==> src/rtl/controle_exibe_sequencia.sv <==
// ============================================================================
// Module   : controle_exibe_sequencia
// Brief    : Plays the stored colour sequence (RAM 0..rodada) on the LEDs,
//            T_ON cycles lit then T_OFF cycles dark per value, then pulses pronto.
//            Optional macro EXIBE_PAUSA_INICIAL_EN: T_OFF-cycle dark pause before
//            the first value.
// Revision : 1.0 - initial release
// ============================================================================
`default_nettype none

module controle_exibe_sequencia #(
   parameter int T_ON  = 500,
   parameter int T_OFF = 250,
   parameter int TW    = 16
) (
   input  logic       clock,
   input  logic       reset,
   input  logic       iniciar,
   input  logic [3:0] rodada,
   input  logic [3:0] dado_memoria,
   output logic [3:0] endereco,
   output logic [3:0] leds,
   output logic       ocupado,
   output logic       pronto,
   output logic [3:0] db_estado
);

   typedef enum logic [3:0] {
      INICIAL = 4'd0,
      PREPARA = 4'd1,
      LE      = 4'd2,
      MOSTRA  = 4'd3,
      APAGA   = 4'd4,
      FIM     = 4'd5
   } estado_t;

   localparam logic [TW-1:0] c_ON_LAST  = TW'(T_ON - 1);
   localparam logic [TW-1:0] c_OFF_LAST = TW'(T_OFF - 1);
   localparam logic [TW-1:0] c_UM       = TW'(1);

   estado_t       r_estado;
   estado_t       w_proximo;
   logic [TW-1:0] r_timer;
   logic [3:0]    r_rodada;
   logic [3:0]    r_leds;
   logic [3:0]    r_endereco;
   logic          w_on_fim;
   logic          w_off_fim;
   logic          w_ultimo;

   assign w_on_fim  = (r_timer == c_ON_LAST);
   assign w_off_fim = (r_timer == c_OFF_LAST);
   assign w_ultimo  = (r_endereco == r_rodada);

   always_ff @(posedge clock or negedge reset) begin
      if (!reset) r_estado <= INICIAL;
      else        r_estado <= w_proximo;
   end

   always_comb begin
      w_proximo = INICIAL;
      case (r_estado)
         INICIAL: w_proximo = iniciar ? PREPARA : INICIAL;
`ifdef EXIBE_PAUSA_INICIAL_EN
         PREPARA: w_proximo = w_off_fim ? LE : PREPARA;
`else
         PREPARA: w_proximo = LE;
`endif
         LE:      w_proximo = MOSTRA;
         MOSTRA:  w_proximo = w_on_fim ? APAGA : MOSTRA;
         APAGA:   w_proximo = w_off_fim ? (w_ultimo ? FIM : LE) : APAGA;
         FIM:     w_proximo = INICIAL;
         default: w_proximo = INICIAL;
      endcase
   end

   // LE latches the RAM word; the LED register is cleared when MOSTRA ends so
   // LE, APAGA and the gaps between values stay dark.
   always_ff @(posedge clock or negedge reset) begin
      if (!reset) begin
         r_timer    <= '0;
         r_rodada   <= '0;
         r_leds     <= '0;
         r_endereco <= '0;
      end else begin
         case (r_estado)
            INICIAL: begin
               if (iniciar) r_rodada <= rodada;
            end
            PREPARA: begin
               r_endereco <= '0;
`ifdef EXIBE_PAUSA_INICIAL_EN
               r_timer    <= w_off_fim ? '0 : r_timer + c_UM;
`else
               r_timer    <= '0;
`endif
            end
            LE: begin
               r_leds  <= dado_memoria;
               r_timer <= '0;
            end
            MOSTRA: begin
               if (w_on_fim) begin
                  r_timer <= '0;
                  r_leds  <= '0;
               end else begin
                  r_timer <= r_timer + c_UM;
               end
            end
            APAGA: begin
               if (w_off_fim) begin
                  r_timer <= '0;
                  if (!w_ultimo) r_endereco <= r_endereco + 4'd1;
               end else begin
                  r_timer <= r_timer + c_UM;
               end
            end
            default: ;
         endcase
      end
   end

   assign endereco  = r_endereco;
   assign leds      = r_leds;
   assign ocupado   = (r_estado != INICIAL);
   assign pronto    = (r_estado == FIM);
   assign db_estado = r_estado;

endmodule

`default_nettype wire

==> config.mk <==
export PLATFORM = sky130hd
export DESIGN_NAME = controle_exibe_sequencia
export DESIGN_NICKNAME = d
export VERILOG_FILES = /design/src/rtl/controle_exibe_sequencia.sv
export SDC_FILE = /design/constraint.sdc
export NUM_CORES = 1
export LEC_CHECK = 0
export CAP_MARGIN = 15
export CORE_MARGIN = 2
export CORE_UTILIZATION = 45
export CTS_CLUSTER_DIAMETER = 200
export DETAILED_ROUTE_END_ITERATION = 8
export PLACE_DENSITY = 0.79
export SYNTH_ARGS = -nofsm -noshare
export SYNTH_HDL_FRONTEND = slang
export SYNTH_SLANG_ARGS = --single-unit
==> constraint.sdc <==
create_clock -name clock -period 2.4 [get_ports clock]
set_input_delay 0.24 -clock clock [delete_from_list [all_inputs] [get_ports clock]]
set_output_delay 0.24 -clock clock [all_outputs]
set_load 0.01 [all_outputs]
# Word-level counts from Yosys, hierarchy flattened
# Cells that the tools add are included.
# word_totals
reg_bits	32
inputBits	11
output_inout_bits	14
word_cells	40
# classes
addsub	2
n_eq_ne	11
mux	13
n_reduce_logical	9
# op_table
cell	n
$pmux 16 s3	1
$mux 16	2
$add 16x1->16 const B	1
$eq 16x8->1 const B	1
$eq 16x9->1 const B	1
$pmux 4 s2	2
$pmux 3 s5	1
$mux 4	3
$mux 3	3
$eq 4x2->1 const B	2
$eq 4x3->1 const B	2
$ne 2x2->1 const B	3
$add 4x1->4 const B	1
$eq 4x1->1 const B	1
$eq 4x4->1	1
$logic_not 4->1	1
$reduce_and 2->1	2
$reduce_bool 2->1	2
$reduce_bool 4->1	1
$reduce_and 3->1	1
$reduce_bool 3->1	1
$reduce_or 2->1	1
$mux 1	1

# Depth between registers and ports, before layout
# logic_depth
word_depth	4
ltp_mapped	8
mapped_depth_nobuf	7

# Least setup slack after synthesis
# No wires, ideal clock.
# synth_timing
path_kind	flip-flop to flip-flop
from	reg r_timer[13]
to	reg r_timer[10]
setup_time_ns	0.126
arrival_ns	2.002
required_time_ns	2.274
setup_slack_ns	0.272
stages_incl_launch_ff	6
path_buffers	1
synth_period_minus_slack_ns	2.128
path_cell_list	dfrtp_1 or4_4 o41ai_4 o22ai_2 buf_6 a221o_1
# synth_via
elab_chain_len	3
elab_cells_between_ends	5
cone_classes	eq/ne (2); mux (3)
# synth_lines
item	line_no	rtl
from (decl)	43	logic [TW-1:0] r_timer;
from (signal assigned)	107	r_timer <= r_timer + c_UM;
from (signal assigned)	115	r_timer <= r_timer + c_UM;
$eq 16x8->1 or $eq 16x9->1 (tied branches)	52, 51	
$mux 16 (on tied branches)	111, 103	
$pmux 16 s3 *	86	case (r_estado)
# Mark *: on every way between the ends. The rest lies on a longest branch, timed or not.
# A chain may end at the register's enable or synchronous reset.

# Worst setup path in the final report
# layout_timing
from	reg r_timer[13]
to	reg r_endereco[1] (netlist: endereco[1])
# layout_via
elab_chain_len	3
# layout_lines
item	line_no	rtl
$eq 16x8->1	52	assign w_off_fim = (r_timer == c_OFF_LAST);
$ne 2x2->1 (no line)	-	
$reduce_and 3->1 (no line)	-	
to (signal assigned)	113	if (!w_ultimo) r_endereco <= r_endereco + 4'd1;
to (decl)	46	logic [3:0] r_endereco;
# Every way passes these cells.

==> results.toml <==
[run_status]
status = "completed"

[synth]
synth_top_cell_by_area = "dfrtp_1"
synthesis.area_mm2 = 0.00175
synth_most_common_cell = "dfrtp_1"
postSynthAreaPerCell_um2 = 9.47
syn_nets = 199
yosys_warnings = 0
synth_seq_cells = 31
synth_area_leaders = "dfrtp_1, nand2_1, nor2_1"
synth_common_cells = "dfrtp_1, nand2_1, nor2_1, a21oi_1, nand3_1"
synth_top_area_share_pct = 44.3
ys_seq_area_share_pct = 44.3
synth_cell_types = 43
async_flop_share_pct = 100
ys.flop_type = "dfrtp_1"
syn_inst = 185
synth_edf_count = 0

[power_and_ir_drop]
p_leak_nw = 0.954
power_mw = 0.956
ir_drop_mv = 0.228
power_density_mw_per_mm2 = 447

[route]
drt-initial-drc-count = 81
vias_per_cell = 5.71
drc = 0
num_vias = 1502
ant_nets = 0
drt-total-wl_um = 3980
avgRoutedWirePerCell_um = 15.1
drt_pass1_iterations = 4

[worst_setup_path]
cp_cell_sequence = "or4_4, nor4_4, buf_4, and2_1, nor2b_1, mux2i_1"
critical_path_class = "flip-flop to flip-flop"
crit_fanout = 6
arrival_ns = 2.49
required_ns = 2.60
slowest_delay_ns = 0.58
crit_path_start_kind = "flip-flop"
slowest_stage = "or4_4"
endpoint_kind = "flip-flop"

[grt]
grt_util_met1_pct = 26.4
grt_max_degree = 32
gr-max-usage-layer = "met2"
grt_overflow_total = 0
grtUsageTotal_pct = 19.8
grt_util_met2_pct = 29.4
grt_pass1_wl_um = 6510
grt_util_met3_pct = 4.09
grt_pass1_vias = 1418
antenna_found_initial = 0

[timing]
hold-worst-slack_ns = 0.341
setup_tns_ns = 0
hold_violations = 0
rsz0062_at_grt = "true"
drv_slew = 0
worstMarginPinSlew_ns = 0.524
relSlewSlack_pct = 64.8
fin_skew_ns = 0.00473
setup_violations = 0
fin_crit_ns = 2.29
fin_crit_sh_pct = 95.3
setup_slack_ns = 0.113
fmax_mhz = 437

[floorplanning]
die_h_um = 66.4
core_area_mm2 = 0.00369
start_util_pct = 47.5
io_pins = 25
die_w_um = 66.4
fp.dieArea_mm2 = 0.00441
rows = 22

[layout]
layout.cells.non_filler = 263
drive_gt1_share_pct = 11.2
fin_nets = 230
syn_to_final_growth_pct = 22.2
antenna_cells = 0

[clock_tree]
cts_max_path_buffers = 2
numCtsBuffers = 5
clock_latency_ns = 0.29
post_cts_buffers = 0
htreeDepth = 2
cts_sinks = 31
root_buffer = "clkbuf_8"
cts_tree = "done"
clk_pin_slew_ns = 0.06
cts_hold_buf = 0

[worst_hold_path]
hold_path_class = "input port to asynchronous set/reset pin"

[placed_design]
gp_congestion = 0.791
port_buffers = 23
preCtsSetupSlack_ns = 0.145
dp_hpwl_um = 2860
dpl.cell_count = 257

[job]
maxCapViolations = 0
-- path summary, 6_finish.rpt --
check	startpoint	end	slack (ns)	depth (start not counted)
max	r_timer[13]	endereco[1]	0.11	6
min	reset	r_timer[4]	0.34	2
max reg2reg	r_timer[13]	endereco[1]	0.11	6
min reg2reg	r_timer[15]	r_timer[15]	0.49	1
max in group asynchronous	reset	endereco[3]	1.78	2
min in group clock	r_timer[15]	r_timer[15]	0.49	1
-- state kept, by name (all words and copies together), names as in the netlist --
signal,flops
r_timer,16
endereco,4
leds,4
db_estado,3
r_rodada,4
-- metrics by stage --
stage | cell area [µm²] | utilization (%)
4_1_cts | 2140 | 58.0
2_1_floorplan | 1750 | -
3_5_place_dp | 2070 | 56.1
3_3_place_gp | 2070 | 56.1
6_report | 2140 | 58.0
5_1_grt | 2140 | 58.0
-- cell usage in the layout, fill, tap and decap left out, types with 2 or more instances in the layout --
cell / count
nand3b_1: 2
o22a_1: 2
xnor2_1: 5
nand2b_1: 4
a31oi_1: 7
nor2_1: 15
and2_1: 2
nand3_1: 10
ha_1: 3
o21ai_0: 8
and3_1: 4
o21bai_1: 2
or4_4: 2
mux2i_1: 2
clkbuf_8: 5
nand4_1: 3
nand2_1: 16
o22ai_1: 3
clkdlybuf4s50_1: 23
or3_1: 2
dfrtp_1: 31
a21oi_1: 10
a22o_1: 6
inv_1: 8
nor3_1: 7
nand4b_1: 2
mux2_2: 4
nor4_1: 2
buf_4: 9
a221o_1: 3
-- power breakdown --
group	internal (mW)	leakage, nW	total [mW]	switching, mW
Clock	0.193	0.0371	0.374	0.181
Sequential	0.530	0.386	0.534	0.00421
Combinational	0.0288	0.531	0.0485	0.0197
Total	0.751	0.954	0.956	0.205
-- cell type report --
class	count	area, µm²
fill	323	1550
inverter	8	30.0
tap	48	60.1
timing repair buffer	32	298
multi-input combinational	138	905
sequential	31	776
clock buffer	6	72.6
-- routing by layer --
layer,up-vias,wire length [µm]
li1,740,-
met1,725,1900
met2,30,1840
met3,7,153
met4,0,88
met5,-,0
-- kinds of logic (layout without fill, tap and decap cells) --
family	after synthesis	count (layout)	synth area share [%]
simple gates	74	74	22.6
buf+inv	16	46	4.07
other cells	1	1	0.214
flops	31	31	44.3
fa+ha+maj	3	3	2.14
compound gates	49	49	20.4
xor+xnor	5	5	2.50
mux	6	6	3.71
-- worst max-delay path: cells and delay by family, from the launching register on --
kind	cells	cell delay [ns]
simple gates	4	1.34
mux	1	0.25
buf+inv	1	0.19
flops	1	0.43
-- what timing repair did --
action,in CTS,in global routing
setup endpoints to repair,0,1
endpoints found under the hold margin,0,0
resized for setup,0,0
Power figures use the tool's default switching activity.
